### config.mk
export PLATFORM = sky130hd
export DESIGN_NAME = bg_pixel_reader
export DESIGN_NICKNAME = d
export VERILOG_FILES = /design/src/rtl/bg_pkg.sv /design/src/rtl/bg_palette.sv /design/src/rtl/bg_pixel_reader.sv
export SDC_FILE = /design/constraint.sdc
export NUM_CORES = 1
export LEC_CHECK = 0
export ABC_AREA = 0
export BUFFER_PORTS_ARGS = -buffer_cell sky130_fd_sc_hd__buf_2
export CORE_MARGIN = 1
export CORE_UTILIZATION = 50
export DETAILED_ROUTE_END_ITERATION = 12
export PLACE_DENSITY_LB_ADDON = 0.3
export SYNTH_ARGS = -nofsm -noshare
export SYNTH_HDL_FRONTEND = slang
export SYNTH_SLANG_ARGS = --single-unit
### constraint.sdc
create_clock -name Clk -period 2.5 [get_ports Clk]
set_input_delay 0.5 -clock Clk [delete_from_list [all_inputs] [get_ports Clk]]
set_output_delay 0.5 -clock Clk [all_outputs]
set_load 0.005 [all_outputs]
### src/rtl/bg_pkg.sv
// Shared constants, colour type and palette for the background pixel reader.
package bg_pkg;

    localparam int IMG_W    = 20;
    localparam int IMG_H    = 20;
    localparam int TILE_W   = 32;
    localparam int TILE_H   = 24;
    localparam int H_ACTIVE = 640;
    localparam int V_ACTIVE = 480;
    localparam int V_TOTAL  = 525;

    // Highest row base a valid tile row can have (last image row * width).
    localparam int ROW_BASE_MAX = (IMG_H - 1) * IMG_W;

    typedef struct packed {
        logic [7:0] r;
        logic [7:0] g;
        logic [7:0] b;
    } rgb_t;

    localparam rgb_t PALETTE [0:7] = '{
        '{8'h00, 8'h00, 8'h00},
        '{8'hFF, 8'hFF, 8'hFF},
        '{8'hFF, 8'h00, 8'h00},
        '{8'hFF, 8'hFF, 8'h00},
        '{8'h00, 8'h00, 8'hFF},
        '{8'h00, 8'hFF, 8'h00},
        '{8'hFF, 8'h00, 8'hFF},
        '{8'h00, 8'hFF, 8'hFF}
    };

    // Indices beyond the populated palette entries render black.
    function automatic rgb_t palette_lookup(input logic [4:0] idx);
        rgb_t c;
        c = '0;
        if (idx < 5'd8) begin
            c = PALETTE[idx[2:0]];
        end
        return c;
    endfunction

endpackage

### src/rtl/bg_palette.sv
// Registered palette stage: converts a 5-bit colour index into RGB,
// forcing black while the aligned blank flag is low.
module bg_palette
    import bg_pkg::*;
(
    input  logic       clk,
    input  logic       rst_n,
    input  logic       en,
    input  logic [4:0] idx,
    input  logic       blank_n,
    output rgb_t       rgb
);

    rgb_t rgb_q;
    rgb_t rgb_d;

    // Next colour: only advances on a pixel strobe.
    always_comb begin
        rgb_d = rgb_q;
        if (en) begin
            rgb_d = blank_n ? palette_lookup(idx) : '0;
        end
    end

    // Colour register with synchronous active-low reset.
    always_ff @(posedge clk) begin
        if (!rst_n) begin
            rgb_q <= '0;
        end else begin
            rgb_q <= rgb_d;
        end
    end

    assign rgb = rgb_q;

endmodule

### src/rtl/bg_pixel_reader.sv
// Background pixel reader: maps VGA coordinates onto a 20x20 tile image held
// in frame RAM, fetches the colour index and converts it to RGB through a
// three-stage pixel-strobe-gated pipeline with sync signals kept in step.
module bg_pixel_reader
    import bg_pkg::*;
(
    input  logic        Clk,
    input  logic        Reset_n,
    input  logic        pix_en,
    input  logic [9:0]  DrawX,
    input  logic [9:0]  DrawY,
    input  logic        hs_in,
    input  logic        vs_in,
    input  logic        blank_n_in,
    output logic [18:0] read_address,
    input  logic [4:0]  ram_data,
    output logic [7:0]  Red,
    output logic [7:0]  Green,
    output logic [7:0]  Blue,
    output logic        hs_out,
    output logic        vs_out,
    output logic        blank_n_out
);

    localparam logic [9:0] X_ACTIVE     = 10'(H_ACTIVE);
    localparam logic [9:0] Y_ACTIVE     = 10'(V_ACTIVE);
    localparam logic [9:0] X_LAST       = 10'(H_ACTIVE - 1);
    localparam logic [9:0] Y_LAST       = 10'(V_TOTAL - 1);
    localparam logic [4:0] SUB_LAST     = 5'(TILE_H - 1);
    localparam logic [8:0] ROW_STEP     = 9'(IMG_W);
    localparam logic [8:0] ROW_BASE_TOP = 9'(ROW_BASE_MAX);
    // {hs, vs, blank_n}: syncs idle high, blank asserted.
    localparam logic [2:0] SYNC_IDLE    = 3'b110;

    logic [4:0] sub_line_q, sub_line_d;
    logic [8:0] row_base_q, row_base_d;
    logic [8:0] addr_q,     addr_d;
    logic [2:0] sync0_q,    sync0_d;
    logic [4:0] idx_q,      idx_d;
    logic [2:0] sync1_q,    sync1_d;
    logic [2:0] sync2_q,    sync2_d;
    logic       line_end;
    logic       in_active;
    rgb_t       rgb;

    assign line_end  = pix_en && (DrawX == X_LAST);
    assign in_active = (DrawX < X_ACTIVE) && (DrawY < Y_ACTIVE);

    // Tile-row tracking: count 24 scanlines per tile row instead of dividing
    // DrawY; the base is clamped so a desynchronised frame cannot overrun.
    always_comb begin
        sub_line_d = sub_line_q;
        row_base_d = row_base_q;
        if (line_end) begin
            if (DrawY == Y_LAST) begin
                sub_line_d = '0;
                row_base_d = '0;
            end else if (DrawY < Y_ACTIVE) begin
                if (sub_line_q == SUB_LAST) begin
                    sub_line_d = '0;
                    if (row_base_q != ROW_BASE_TOP) begin
                        row_base_d = row_base_q + ROW_STEP;
                    end
                end else begin
                    sub_line_d = sub_line_q + 5'd1;
                end
            end
        end
    end

    // Pipeline stages S0 (address) and S1 (RAM capture) plus sync delay line.
    always_comb begin
        addr_d  = addr_q;
        sync0_d = sync0_q;
        idx_d   = idx_q;
        sync1_d = sync1_q;
        sync2_d = sync2_q;
        if (pix_en) begin
            addr_d  = in_active ? (row_base_q + {4'b0000, DrawX[9:5]}) : '0;
            sync0_d = {hs_in, vs_in, blank_n_in};
            idx_d   = ram_data;
            sync1_d = sync0_q;
            sync2_d = sync1_q;
        end
    end

    // State registers with synchronous active-low reset.
    always_ff @(posedge Clk) begin
        if (!Reset_n) begin
            sub_line_q <= '0;
            row_base_q <= '0;
            addr_q     <= '0;
            sync0_q    <= SYNC_IDLE;
            idx_q      <= '0;
            sync1_q    <= SYNC_IDLE;
            sync2_q    <= SYNC_IDLE;
        end else begin
            sub_line_q <= sub_line_d;
            row_base_q <= row_base_d;
            addr_q     <= addr_d;
            sync0_q    <= sync0_d;
            idx_q      <= idx_d;
            sync1_q    <= sync1_d;
            sync2_q    <= sync2_d;
        end
    end

    // S2: palette register, blanked by the S1 copy of blank_n so colour and
    // blank_n_out leave on the same strobe.
    bg_palette u_palette (
        .clk     (Clk),
        .rst_n   (Reset_n),
        .en      (pix_en),
        .idx     (idx_q),
        .blank_n (sync1_q[0]),
        .rgb     (rgb)
    );

    assign read_address = {10'b0, addr_q};
    assign Red          = rgb.r;
    assign Green        = rgb.g;
    assign Blue         = rgb.b;
    assign hs_out       = sync2_q[2];
    assign vs_out       = sync2_q[1];
    assign blank_n_out  = sync2_q[0];

endmodule

==> flow_summary.json <==
{
  "io_buffers": 66,
  "cp_max_fo": 6,
  "synth-seq-area-share": 0.3556,
  "yosysWarnings": 0,
  "hpwlAfterDp_mm": 3.029,
  "post-cts-setup-buffers": 0,
  "combPwrFrac": 0.083,
  "power.leakage_nw": 1.079,
  "skew_ns": 0.002941,
  "ir_drop_mv": 0.3333,
  "grt_pass1_wl_mm": 6.603,
  "grt_use_total": 0.1935,
  "grt_pass1_vias": 1470,
  "worst_pin_slew_ns": 0.6178,
  "multiInputGateArea_mm2": 0.001130,
  "grt_overflow": 0,
  "final_cell_mix": "buf_2, dfxtp_1, mux2i_1, nor2b_1, nand2_1",
  "avgSynthCellArea_um2": 9.104,
  "postSynth.asyncResetShare": 0,
  "stdcell_count": 328,
  "numCtsBuffers": 5,
  "cts_tree": "yes",
  "swShare": 0.2263,
  "hold_class": "in2reg",
  "cp_slowest_stage_delay_ns": 0.38,
  "synthFlopType": "dfxtp_1",
  "slew_headroom": 0.5825,
  "period_share": 0.7506,
  "drive_gt1_frac": 0.2842,
  "cp.arrival_ns": 2.12,
  "max_freq_mhz": 532.9,
  "status": "finished clean",
  "vias": 1734,
  "post_cts_resized": 0,
  "wirelength_mm": 4.200,
  "cp-end-kind": "register",
  "synth.distinct_cells": 40,
  "tns_ns": 0,
  "switchingPower_w": 0.0002770,
  "wl_per_cell_um": 12.80,
  "antenna_found_initial": 0,
  "final_common_cell": "buf_2",
  "path_clk_slew_ns": 0.07,
  "period_minus_slack_ns": 1.876,
  "initial_utilization": 0.5273,
  "synth_edf_count": 0,
  "maxSlewViolCount": 0,
  "final-setup-viol-count": 0,
  "powerDensity_mw_per_mm2": 508.2,
  "final_nets": 314,
  "viasPerCell": 5.287,
  "synth-seq-cells": 38,
  "clkPwrFrac": 0.406,
  "seqPwrFrac": 0.511,
  "dr.pass1.iters": 4,
  "path_class": "reg2reg",
  "regArea_um2": 760.7,
  "remaining_drc_errors": 0,
  "clockRootBuffer": "clkbuf_8",
  "clockBufferDepth": 2,
  "num_antenna_cells": 0,
  "finalHoldViolCount": 0,
  "ioPinCount": 77,
  "die_h_um": 67.42,
  "cp-start-kind": "register",
  "core_area_mm2": 0.004058,
  "htree_levels": 2,
  "crit_path_cell_trace": "ha_1, and4b_1, o211ai_1, or2_1, nor4_1, o21a_1",
  "synth.cell_area_mm2": 0.002140,
  "drt_iter0_markers": 82,
  "cap_viol_max_count": 0,
  "cts.hold.buffers_added": 0,
  "rsz0062_at_grt": "no",
  "p_int_w": 0.0009470,
  "cp_slowest_cell": "dfxtp_1",
  "place_congestion": 0.8002,
  "dp.cells": 320,
  "syn2layout_area_growth_pct": 12.57,
  "die_w_um": 67.42,
  "grt_max_degree": 38,
  "required_ns": 2.74,
  "cts.sinks": 38,
  "clock_latency_ns": 0.29,
  "postSynthCellCount": 235,
  "rows": 23,
  "hold-worst-slack_ns": 0.4238,
  "fillerInstances": 374,
  "dieArea_mm2": 0.004545,
  "final_antenna_net_count": 0
}
## cell families (layout without fill, tap and decap cells)
family                   Yosys count  after routing  synth area share
XOR/XNOR                           7              7           0.02866
flip-flops                        38             38            0.3556
other                              1             10          0.001753
adder cells (fa/ha/maj)            6              6           0.03509
buffers and inverters             42             76            0.1322
AO/OA/AOI/OAI                     43             43            0.1398
multiplexers                      17             17           0.07953
AND/OR/NAND/NOR                   81             81            0.2275
## through the flow
step / util / power [W] / setup WS, ns / instance area, um^2
CTS: 0.5936 / 0.001236 / 0.6423 / 2409
global route: 0.5936 / 0.001268 / 0.4820 / 2409
detailed placement: 0.5665 / 0.0007415 / 0.3523 / 2298
global placement: 0.5665 / 0.0007394 / 0.4028 / 2298
floorplan: - / 0.0007110 / 0.5360 / 2173
finish: 0.5936 / 0.001224 / 0.6236 / 2409
## metal layers
metal	global-route usage	vias to the layer above	wire length, um
li1	-	870	-
met2	0.3088	55	1937
met5	0	-	0
met1	0.2485	805	2013
met4	0.07181	0	48
met3	0.05068	4	201
## sequential cells by signal (all words and copies together), names as in the netlist
name	cells
row_base_q	7
sync1_q	3
idx_q	5
sync2_q	3
addr_q	9
sync0_q	3
u_palette.rgb	3
sub_line_q	5
## worst max-delay path: cells and delay by family, from the launching register on
| family | cells | cell delay (ns) |
|---|---|---|
| AOI/OAI and AO/OA | 2 | 0.36 |
| adders and majority gates | 1 | 0.23 |
| DFF | 1 | 0.38 |
| and+or+nand+nor | 3 | 0.86 |
## synthesized netlist by cell type (3+ instances only)
cell / number / share of area
nor2_1: 4 / 0.0070
o21ai_1: 6 / 0.014
clkbuf_1: 8 / 0.014
a21oi_1: 6 / 0.014
a21boi_1: 10 / 0.035
nand2b_1: 8 / 0.023
nand4_1: 3 / 0.0088
nor4_1: 4 / 0.012
dfxtp_1: 38 / 0.36
nor3_1: 5 / 0.012
a21boi_0: 4 / 0.014
a21o_1: 3 / 0.011
nor2b_1: 17 / 0.050
nand4b_1: 4 / 0.016
ha_1: 6 / 0.035
o21a_1: 3 / 0.011
buf_4: 31 / 0.11
nand3_1: 9 / 0.021
nand2_1: 16 / 0.028
o211ai_1: 3 / 0.011
xnor2_1: 5 / 0.020
mux2i_1: 17 / 0.080
## area by class of cell
| class | instances | area share |
|---|---|---|
| tap | 50 | 0.02597 |
| timing repair buffer | 68 | 0.1434 |
| clock buffer | 8 | 0.04571 |
| multi-input combinational | 164 | 0.4691 |
| sequential | 38 | 0.3158 |
## power by group through the flow
stage | clock network [W] | logic, W | registers (W)
after floorplan | 0 | 0.0000726 | 0.000638
after CTS | 0.000509 | 0.000102 | 0.000626
after global routing | 0.000528 | 0.000113 | 0.000628
after detailed placement | 0 | 0.000102 | 0.000640
final | 0.000497 | 0.000102 | 0.000626
after global placement | 0 | 0.000100 | 0.000639
## final timing paths
check | from | end | slack [ns] | depth (start not counted)
max | sub_line_q[0]$_SDFFE_PN0P_ | row_base_q[8]$_SDFFE_PN0P_ | 0.62 | 6
min | vs_in | sync0_q[1]$_SDFFE_PN1P_ | 0.42 | 3
max reg2reg | sub_line_q[0]$_SDFFE_PN0P_ | row_base_q[8]$_SDFFE_PN0P_ | 0.62 | 6
min reg2reg | addr_q[7]$_SDFFE_PN0P_ | addr_q[7]$_SDFFE_PN0P_ | 0.45 | 2
(Power assumes the default switching activity.)
